<file path="src/rtl/ysyx_25020047_pkg.sv">
// Shared definitions for the NPC front end: IFU state encoding and reset PC.
package ysyx_25020047_pkg;

    localparam int unsigned IFU_STATE_W = 3;

    localparam logic [IFU_STATE_W-1:0] S_IDLE  = 3'd0;
    localparam logic [IFU_STATE_W-1:0] S_REQ   = 3'd1;
    localparam logic [IFU_STATE_W-1:0] S_WAIT  = 3'd2;
    localparam logic [IFU_STATE_W-1:0] S_ISSUE = 3'd3;
    localparam logic [IFU_STATE_W-1:0] S_EXEC  = 3'd4;
    localparam logic [IFU_STATE_W-1:0] S_HALT  = 3'd5;

    typedef enum logic [IFU_STATE_W-1:0] {
        IFU_IDLE  = S_IDLE,
        IFU_REQ   = S_REQ,
        IFU_WAIT  = S_WAIT,
        IFU_ISSUE = S_ISSUE,
        IFU_EXEC  = S_EXEC,
        IFU_HALT  = S_HALT
    } ifu_state_t;

    localparam logic [31:0] DEFAULT_RESET_PC = 32'h8000_0000;

    function automatic logic [31:0] seq_pc(input logic [31:0] pc);
        return pc + 32'd4;
    endfunction

endpackage

</file>
<file path="src/rtl/ysyx_25020047_ifu.sv">
// Instruction fetch unit: one fetch in flight, waits for writeback dnpc.
// Optional macro YSYX_25020047_IFU_MISALIGN_CHECK_EN traps misaligned dnpc.
module ysyx_25020047_ifu
    import ysyx_25020047_pkg::*;
#(
    parameter logic [31:0] RESET_PC = DEFAULT_RESET_PC
) (
    input  logic        clk,
    input  logic        rst,
    output logic        imem_req_valid,
    output logic [31:0] imem_req_addr,
    input  logic        imem_req_ready,
    input  logic        imem_rsp_valid,
    input  logic [31:0] imem_rsp_data,
    input  logic        imem_rsp_err,
    output logic        inst_valid,
    input  logic        inst_ready,
    output logic [31:0] inst,
    output logic [31:0] pc,
    output logic [31:0] snpc,
    input  logic        wb_valid,
    input  logic [31:0] wb_dnpc,
    output logic        fetch_err
);

    ifu_state_t  r_state;
    logic [31:0] r_pc;
    logic [31:0] r_inst;
    logic        r_err;
    logic        w_dnpc_bad;

`ifdef YSYX_25020047_IFU_MISALIGN_CHECK_EN
    assign w_dnpc_bad = (wb_dnpc[1:0] != 2'b00);
`else
    assign w_dnpc_bad = 1'b0;
`endif

    always_ff @(posedge clk) begin
        if (rst) begin
            r_state <= IFU_IDLE;
            r_pc    <= RESET_PC;
            r_inst  <= '0;
            r_err   <= 1'b0;
        end else begin
            case (r_state)
                IFU_IDLE: r_state <= IFU_REQ;
                IFU_REQ: begin
                    if (imem_req_ready) r_state <= IFU_WAIT;
                end
                IFU_WAIT: begin
                    if (imem_rsp_valid) begin
                        if (imem_rsp_err) begin
                            r_err   <= 1'b1;
                            r_state <= IFU_HALT;
                        end else begin
                            r_inst  <= imem_rsp_data;
                            r_state <= IFU_ISSUE;
                        end
                    end
                end
                IFU_ISSUE: begin
                    if (inst_ready) r_state <= IFU_EXEC;
                end
                IFU_EXEC: begin
                    // a trapped dnpc leaves pc pointing at the faulting fetch
                    if (wb_valid) begin
                        if (w_dnpc_bad) begin
                            r_err   <= 1'b1;
                            r_state <= IFU_HALT;
                        end else begin
                            r_pc    <= wb_dnpc;
                            r_state <= IFU_REQ;
                        end
                    end
                end
                IFU_HALT: r_state <= IFU_HALT;
                default:  r_state <= IFU_HALT;
            endcase
        end
    end

    assign imem_req_valid = (r_state == IFU_REQ);
    assign imem_req_addr  = r_pc;
    assign inst_valid     = (r_state == IFU_ISSUE);
    assign inst           = r_inst;
    assign pc             = r_pc;
    assign snpc           = seq_pc(r_pc);
    assign fetch_err      = r_err;

endmodule

</file>
<file path="config.mk">
export PLATFORM = sky130hd
export DESIGN_NAME = ysyx_25020047_ifu
export DESIGN_NICKNAME = d
export VERILOG_FILES = /design/src/rtl/ysyx_25020047_pkg.sv /design/src/rtl/ysyx_25020047_ifu.sv
export SDC_FILE = /design/constraint.sdc
export NUM_CORES = 1
export LEC_CHECK = 0
export BUFFER_PORTS_ARGS = -buffer_cell sky130_fd_sc_hd__buf_2
export CAP_MARGIN = 30
export CORE_UTILIZATION = 35
export CTS_CLUSTER_SIZE = 20
export DETAILED_ROUTE_END_ITERATION = 10
export PLACE_DENSITY = 0.65
export SLEW_MARGIN = 20
export SYNTH_ARGS = -nofsm -noshare
export SYNTH_HDL_FRONTEND = slang
export SYNTH_SLANG_ARGS = --single-unit
</file>
<file path="constraint.sdc">
create_clock -name clk -period 2.23 [get_ports clk]
set_input_delay 0.446 -clock clk [delete_from_list [all_inputs] [get_ports clk]]
set_output_delay 0.446 -clock clk [all_outputs]
set_load 0.01 [all_outputs]
</file>
==> summary.md, run 1 <==
| Metric | Value |
|---|---|
| Status | `finished with violations` |
| Failing checks | `negative setup slack` |
| Peak VDD IR | `a little over 0.3 mV` |
| Root Buffer | `clkbuf_8` |
| Largest net degree at the start of global routing | `between 60 and 70` |
| CTS tree | `done` |
| Post-Route WL | `roughly 9500 um` |
| Gr usage total | `about a fifth` |
| Antenna Cells | `0` |
| Worst skew pair latency | `around 0.33 ns` |
| Leakage power total | `~2.3 nW` |
| Nets@finish | `about 700` |
| Final WS setup | `-0.06152 ns` |
| CP Max Fanout | `4` |
| Initial Util | `~37%` |
| Vias in the first global route | `between 3000 and 4000` |
| Total CTS buffers | `9` |
| Non-Filler Instances | `about 730` |
| Sequential area share after synthesis | `between 40% and 50%` |
| Worst setup EP type | `output port` |
| Die H | `roughly 100 um` |
| Most common cell after layout, fill and taps aside | `buf_2` |
| Drt via density | `about 4.7` |
| Pre-CTS setup slack | `about 0.21 ns` |
| CP Data Arrival Time | `1.85 ns` |
| Post-synth EDFFs | `0` |
| Final Power | `2.524 mW` |
| Synthesized Nets | `~500` |
| Fmax | `about 440 MHz` |
| Routing usage on met2 | `between 30% and 40%` |
| CTS sink cnt | `68` |
| Post-route DRC | `0` |
| Via count | `between 3000 and 4000` |
| First DRT Iteration DRCs | `78` |
| Max Slew Vio Count | `0` |
| Antenna violations before repair | `0` |
| Crit-path cells | `ha_4, and4_4, nor3b_4, buf_4, nand3_1, xnor2_1, buf_2` |
| RSZ-0062 raised after global routing | `yes` |
| Slowest-stage cell, CP | `dfxtp_2` |
| Met1 Track Usage GR | `about a fifth` |
| Chip width | `just under 100 um` |
| # Max-Cap Violations | `0` |
| Worst Path Buf+Inv | `2` |
| Cell family with most CP delay | `simple AND/OR/NAND/NOR gates` |
| Tmin final | `around 2.3 ns` |
| Most frequent cells in the layout | `201 x buf_2, 134 x nand2_1, 65 x a21oi_1` |
| Area growth, synth to finish | `41.33%` |
| Total number of yosys warnings | `0` |
| Buffers on Ports | `about 200` |
| Yosys cell types | `36` |
| H-Tree Depth | `3` |
| Yosys reg bits | `between 60 and 70` |
| Busiest layer in global routing | `met2` |
| RePlAce Congestion | `between 0.8 and 0.9` |
| Critical Path Source Type | `register` |
| Syn avg cell area | `7.671 um2` |
| Xor-xnor portion of the synthesized cell area | `under 10%` |
| Clock Skews | `roughly 0.0088 ns` |
| Detailed placement HPWL | `6691 um` |
| Placed cells | `~700` |
| Final Hold Fails | `0` |
| Total die area | `around 9700 um2` |
| Drt first pass iters | `4` |
| HP Class | `in2reg` |
| Met3 Use GR | `under 10%` |
| Required time worst endpoint | `around 1.8 ns` |
| DRT antenna net count | `0` |
| Post-synthesis mux area share | `0%` |
| Period utilization | `102.8%` |
| Syn Inst Count | `approximately 430` |
| Least-Margin Pin Slew | `0.4642 ns` |
| Core Rows | `34` |
| Total power density per cell area | `roughly 550 nW/um2` |
| Worst slew margin | `68.94%` |
| Mapped Area | `about 3300 um2` |
| Post-CTS Hold Buffers | `0` |
| Longest Clk Path Bufs | `2` |
| First-pass GRT wire length | `about 15000 um` |
| Ports | `about 200` |
| Post-Synth Adder-Cell Area | `0.3820%` |
| CP peak stage delay | `0.37 ns` |
| Crit path kind | `reg2out` |
| Core area | `slightly below 9000 um2` |
| Post-DR wirelength/cell | `13.01 um` |
| Final setup violation count | `14` |
| Largest family of logic cells by synthesized area | `simple AND/OR/NAND/NOR gates` |
| Worst-path clk slew | `about 0.080 ns` |
| Grt total ovfl | `0` |
| Post-synthesis async set-or-reset flop share | `0%` |
| Layout cells sized above 1 | `45.16%` |
| Simple-gate area share of the yosys netlist | `between 20% and 30%` |
| Top FF cell, synth | `dfxtp_1` |
| Post-synthesis compound-gate area fraction | `a little under an eighth` |
[final cells by class]
| cell class | instances | area (um2) |
|---|---|---|
| Multi-Input combinational cell | 295 | 1620 |
| Clock inverter | 6 | 41.29 |
| Sequential cell | 68 | 1383 |
| Fill cell | 876 | 4262 |
| Tap cell | 108 | 135.1 |
| Clock buffer | 10 | 127.6 |
| Timing Repair Buffer | 236 | 1304 |
| Inverter | 5 | 18.77 |
[power breakdown]
part / switching (mW) / internal [mW] / leakage (nW) / total, mW
sequential: 0.0441 / 1.25 / 0.555 / 1.29
clock: 0.486 / 0.401 / 0.0783 / 0.887
combinational: 0.188 / 0.155 / 1.63 / 0.343
[routing by layer]
metal	share of wire (%)	vias to the layer above
li1	-	1751
met1	41	1536
met5	0	-
met2	50	156
met3	7.3	8
met4	0.89	0
[worst min-delay path: stages]
cell and delay (ns):
buf_2 0.08, nand2_1 0.04, nand3b_1 0.07
[registers in the layout (all words and copies together) (netlist names)]
signal         flops
r_state            3
fetch_err          1
inst              32
imem_req_addr     32
[Yosys cell counts (all sizes together) (3+ instances only)]
library cell | number | area, um2
a21oi | 65 | 325.3
and3 | 4 | 26.28
and4 | 3 | 27.53
buf | 46 | 315.3
clkbuf | 13 | 50.04
dfxtp | 68 | 1361
inv | 5 | 18.77
nand2 | 137 | 514.2
nand2b | 3 | 18.77
nand3 | 14 | 70.07
nand4 | 11 | 75.07
nor2 | 9 | 33.78
xnor2 | 25 | 219.0
xor2 | 3 | 26.28
[final timing paths]
path                     from           endpoint  slack [ns]  depth (start not counted)
max          imem_req_addr[3]           snpc[22]       -0.06                          7
min               wb_dnpc[31]  imem_req_addr[31]        0.32                          3
max reg2reg        r_state[1]           inst[26]        0.62                          5
min reg2reg          inst[31]           inst[31]        0.45                          2
[timing repair]
item | CTS | global route
cloned | 2 | 0
setup endpoints to repair | 18 | 19
resized for setup | 28 | 10
pin swaps | 7 | 11
setup buffers | 4 | 5
[logic make-up (layout without fill, tap and decap cells)]
group                    Yosys count  after routing
adder cells (fa/ha/maj)            1              1
flip-flops                        68             68
buffers and inverters             64            257
AND/OR/NAND/NOR                  194            194
AO/OA/AOI/OAI                     72             72
XOR/XNOR                          28             28
[metrics by stage]
| stage | setup TNS, ns | utilization [%] | hold WS, ns | area (um2) |
|---|---|---|---|---|
| floorplan | 0 | - | 0.4805 | 3276 |
| global placement | 0 | 47.88 | 0.4391 | 4257 |
| detailed placement | 0 | 47.88 | 0.4439 | 4257 |
| CTS | -0.5743 | 51.11 | 0.3068 | 4544 |
| global route | -2.424 | 52.07 | 0.3100 | 4629 |
| finish | -0.4828 | 52.07 | 0.3237 | 4629 |
(Power assumes the default switching activity.)
==> inputs of run 2 (changes only) <==
- CORE_MARGIN: default -> 2
==> summary.md, run 2 (synthesized netlist as in run 1, its figures left out) <==
| Metric | Value |
|---|---|
| Status | `finished with violations` |
| Failing checks | `negative setup slack` |
| Most common cell after layout, fill and taps aside | `buf_2` |
| CTS tree | `done` |
| HP Class | `in2reg` |
| Fmax | `about 440 MHz` |
| Crit path kind | `reg2out` |
| Nets@finish | `between 600 and 700` |
| # Max-Cap Violations | `0` |
| H-Tree Depth | `3` |
| Drt via density | `slightly below 5` |
| Critical Path Source Type | `register` |
| Post-CTS Hold Buffers | `0` |
| Fillers | `900` |
| Vias in the first global route | `around 3300` |
| First-pass GRT wire length | `15400 um` |
| Core area | `~9200 um2` |
| CP Data Arrival Time | `around 1.8 ns` |
| Worst skew pair latency | `roughly 0.34 ns` |
| Total power density per cell area | `583.3 nW/um2` |
| Period utilization | `102.3%` |
| Clock Skews | `between 0.01 and 0.015 ns` |
| RePlAce Congestion | `between 0.8 and 0.9` |
| Least-Margin Pin Slew | `about 0.51 ns` |
| Post-route DRC | `0` |
| Chip width | `just over 100 um` |
| Gr usage total | `between 10% and 20%` |
| Total die area | `a little over 10000 um2` |
| Largest net degree at the start of global routing | `33` |
| First DRT Iteration DRCs | `96` |
| Post-Route WL | `a little under 10000 um` |
| Antenna violations before repair | `1` |
| Ports | `202` |
| Longest Clk Path Bufs | `2` |
| Core Rows | `35` |
| Area growth, synth to finish | `39.95%` |
| Tmin final | `2.281 ns` |
| Max Slew Vio Count | `0` |
| Die H | `around 100 um` |
| Worst-path clk slew | `0.07 ns` |
| Layout cells sized above 1 | `~44%` |
| Peak VDD IR | `0.3450 mV` |
| Worst slew margin | `65.88%` |
| CP Launch Point | `imem_req_addr[3]` |
| Worst setup EP type | `output port` |
| Via count | `roughly 3500` |
| Non-Filler Instances | `slightly above 700` |
| DRT antenna net count | `0` |
| Antenna Cells | `0` |
| Worst Hold Launch | `wb_dnpc[31]` |
| Detailed placement HPWL | `between 7000 and 8000 um` |
| Grt total ovfl | `0` |
| Post-DR wirelength/cell | `roughly 14 um` |
| Final setup violation count | `7` |
| Pre-CTS setup slack | `roughly 0.16 ns` |
| WHS | `between 0.3 and 0.4 ns` |
| Placed cells | `around 710` |
| Leakage power total | `approximately 2.2 nW` |
| CTS sink cnt | `approximately 70` |
| Required time worst endpoint | `roughly 1.8 ns` |
| Final Power | `between 2 and 3 mW` |
| Buffers on Ports | `~200` |
| Most frequent cells in the layout | `201 x buf_2, 135 x nand2_1, 65 x a21oi_1` |
| RSZ-0062 raised after global routing | `yes` |
| CP Max Fanout | `4` |
| Final Hold Fails | `0` |
| Root Buffer | `clkbuf_8` |
| Total CTS buffers | `9` |
| Initial Util | `35.79%` |
| Final WS setup | `-0.05060 ns` |
| R2R Path Start | `r_state[1]` |
| Drt first pass iters | `4` |
-- run 2: timing repair --
item / CTS / global route
hold endpoints to repair: 0 / 0
setup endpoints to repair: 18 / 21
gates cloned: 2 / 0
buffers inserted: 4 / 0
pin swaps: 10 / 4
resized for setup: 17 / 12
-- run 2: worst paths after layout --
check,end,slack (ns),depth (start not counted)
min,imem_req_addr[31],0.33,3
min reg2reg,inst[5],0.45,2
max,snpc[22],-0.05,7
max reg2reg,inst[22],0.61,5
-- run 2: through the flow --
step | setup TNS, ns | util [%] | area (um2)
floorplan | 0 | - | 3276
global placement | 0 | 46.49 | 4255
detailed placement | 0 | 46.49 | 4255
CTS | -1.166 | 49.65 | 4544
global route | -1.947 | 50.09 | 4584
finish | -0.2340 | 50.09 | 4584
-- run 2: area by class of cell --
cell class              instances  area [um2]  area share [%]
inverters                       5       18.77          0.4094
repair buffers                232        1250           27.27
multi-input cells             295        1593           34.74
well taps                     111       138.9           3.029
flip-flops and latches         68        1381           30.13
clock buffers                  12       155.1           3.384
clock inverters                 4       47.55           1.037
-- run 2: power breakdown --
part	internal, mW	switching [mW]
registers	1.25	0.0439
clock network	0.574	0.465
logic	0.151	0.189
total	1.98	0.698
-- run 2: routing by layer --
layer	track usage, %	share of wire, %
met4	10.12	3.0
met2	33.74	48
met3	5.687	8.7
met5	0	0
met1	20.52	40
-- run 2: worst max-delay path: stages, from the launching register on --
cell     delay [ns]
dfxtp_2        0.36
ha_4           0.14
and4_4         0.20
nor3b_4        0.23
buf_4          0.18
nand3_1        0.10
xnor2_1        0.15
buf_2          0.14
==> inputs of run 3 (changes only) <==
- GPL_TIMING_DRIVEN: default -> 0
==> summary.md, run 3 (synthesized netlist as in run 1, its figures left out) <==
| Metric | Value |
|---|---|
| Nets@finish | `about 730` |
| Longest Clk Path Bufs | `2` |
| Chip width | `approximately 100 um` |
| Fillers | `between 900 and 1000` |
| Die H | `slightly above 100 um` |
| Detailed placement HPWL | `roughly 7600 um` |
| Core area | `~9200 um2` |
| Tmin final | `2.332 ns` |
| Total CTS buffers | `9` |
| Switching part of the total | `a little over a quarter` |
| Placed cells | `between 700 and 800` |
| Initial Util | `~36%` |
| DRT antenna net count | `0` |
| Antenna Cells | `0` |
| # Max-Cap Violations | `0` |
| CTS tree | `done` |
| Required time worst endpoint | `~1.8 ns` |
| Final WS setup | `-0.1024 ns` |
| Least-Margin Pin Slew | `0.5789 ns` |
| Largest net degree at the start of global routing | `13` |
| Most frequent cells in the layout | `210 x buf_2, 133 x nand2_1, 65 x a21oi_1` |
| Post-CTS Hold Buffers | `0` |
| CTS sink cnt | `a little under 70` |
| Clock Skews | `0.006033 ns` |
| Period utilization | `104.6%` |
| Post-route DRC | `0` |
| HP Class | `in2reg` |
| Post-DR wirelength/cell | `approximately 13 um` |
| Worst slew margin | `between 60% and 70%` |
| Drt first pass iters | `4` |
| CP Data Arrival Time | `1.89 ns` |
| Area growth, synth to finish | `50.80%` |
| Leakage power total | `around 2.4 nW` |
| Finished Cell Area | `between 4000 and 5000 um2` |
| Worst setup EP type | `output port` |
| Via count | `3607` |
| Final Power | `between 2 and 3 mW` |
| Comb power frac | `between 10% and 20%` |
| Worst skew pair latency | `between 0.3 and 0.4 ns` |
| H-Tree Depth | `3` |
| First-pass GRT wire length | `between 15000 and 20000 um` |
| Vias in the first global route | `around 3400` |
| CP Max Fanout | `5` |
| Antenna violations before repair | `0` |
| Failing checks | `negative setup slack` |
| Placed Area | `4415 um2` |
| Total power density per cell area | `around 540 nW/um2` |
| Peak VDD IR | `approximately 0.43 mV` |
| Layout cells sized above 1 | `48.94%` |
| Final Hold Fails | `0` |
| Most common cell after layout, fill and taps aside | `buf_2` |
| Fmax | `around 430 MHz` |
| First DRT Iteration DRCs | `80` |
| Status | `finished with violations` |
| Final setup violation count | `14` |
| Final core occ | `53.97%` |
| Sw power | `0.7239 mW` |
| Crit path kind | `reg2out` |
| Gr usage total | `around 20%` |
| Core Rows | `35` |
| Sequential share of power | `between 40% and 50%` |
| Post-Route WL | `10260 um` |
| Total die area | `between 10000 and 15000 um2` |
| RePlAce Congestion | `approximately 0.85` |
| Drt via density | `approximately 4.7` |
| Buffers on Ports | `200` |
| Internal power | `just under 2 mW` |
| Grt total ovfl | `0` |
| Max Slew Vio Count | `0` |
| Ports | `202` |
| Worst-path clk slew | `about 0.08 ns` |
| RSZ-0062 raised after global routing | `yes` |
| Root Buffer | `clkbuf_8` |
| Non-Filler Instances | `just under 800` |
| Pre-CTS setup slack | `-0.3441 ns` |
| Critical Path Source Type | `register` |
| Clk pwr share | `a little under two fifths` |
-- run 3: cell count changes in the layout (fill, tap and decap cells not counted), moves of 3 or more --
cell      before  now
buf_4         28   45
buf_2        201  210
clkbuf_1       1   12
nand3_4        0    3
dfxtp_2        7   10
nand3_1       11    7
dfxtp_1       58   48
dfxtp_4        3   10
-- run 3: stage by stage --
stage	hold WS (ns)	TNS [ns]
final	0.3150	-0.6923
after global routing	0.3112	-2.165
after CTS	0.2997	-1.751
after detailed placement	0.4436	-3.559
after global placement	0.4392	-2.598
after floorplan	0.4805	0
-- run 3: routing by layer --
metal  wire length [um]  part of all wire (%)  vias to the layer above  GRT usage (%)
met5                  0                     0                        -              0
met4                193                   1.9                        0          8.325
met3                865                   8.4                       15          5.687
met2               4957                    48                      152          33.85
met1               4240                    41                     1616          22.11
li1                   -                     -                     1824              -
-- run 3: layout make-up --
type | count | area [um2] | area share, %
multi-input combinational | 295 | 1645 | 33.31
clock buffer | 10 | 137.6 | 2.786
tap | 111 | 138.9 | 2.812
sequential | 68 | 1411 | 28.57
timing repair buffer | 215 | 1146 | 23.20
buffer | 59 | 377.9 | 7.649
inverter | 5 | 18.77 | 0.3799
clock inverter | 6 | 63.81 | 1.292
-- run 3: repair_timing --
action / 4_1_cts / 5_1_grt
endpoints found under the hold margin: 0 / 0
pin swaps: 9 / 11
resized for setup: 29 / 31
cloned: 1 / 0
setup endpoints to repair: 20 / 19
setup buffers: 9 / 6
-- run 3: worst max-delay path, cell delays in order (launching register included) --
cell and delay, ns:
dfxtp_4 0.37, ha_4 0.13, and4_4 0.21, nor3b_4 0.26, buf_12 0.15, nand4_1 0.11, xnor2_1 0.17, buf_2 0.16
-- run 3: final timing paths --
path	start	endpoint	slack, ns	cells past startpoint
setup / recovery	imem_req_addr[3]	snpc[26]	-0.10	7
hold reg to reg	inst[24]	inst[24]	0.45	2
setup reg to reg	r_state[1]	imem_req_addr[3]	0.57	6
hold / removal	wb_dnpc[31]	imem_req_addr[31]	0.32	3
-- run 3: power by group through the flow --
stage	logic [mW]	clock network (mW)	registers (mW)
5_1_grt	0.420	1.11	1.28
2_1_floorplan	0.197	0	1.32
3_5_place_dp	0.368	0	1.31
6_report	0.376	1.03	1.27
4_1_cts	0.373	1.06	1.28
3_3_place_gp	0.360	0	1.31
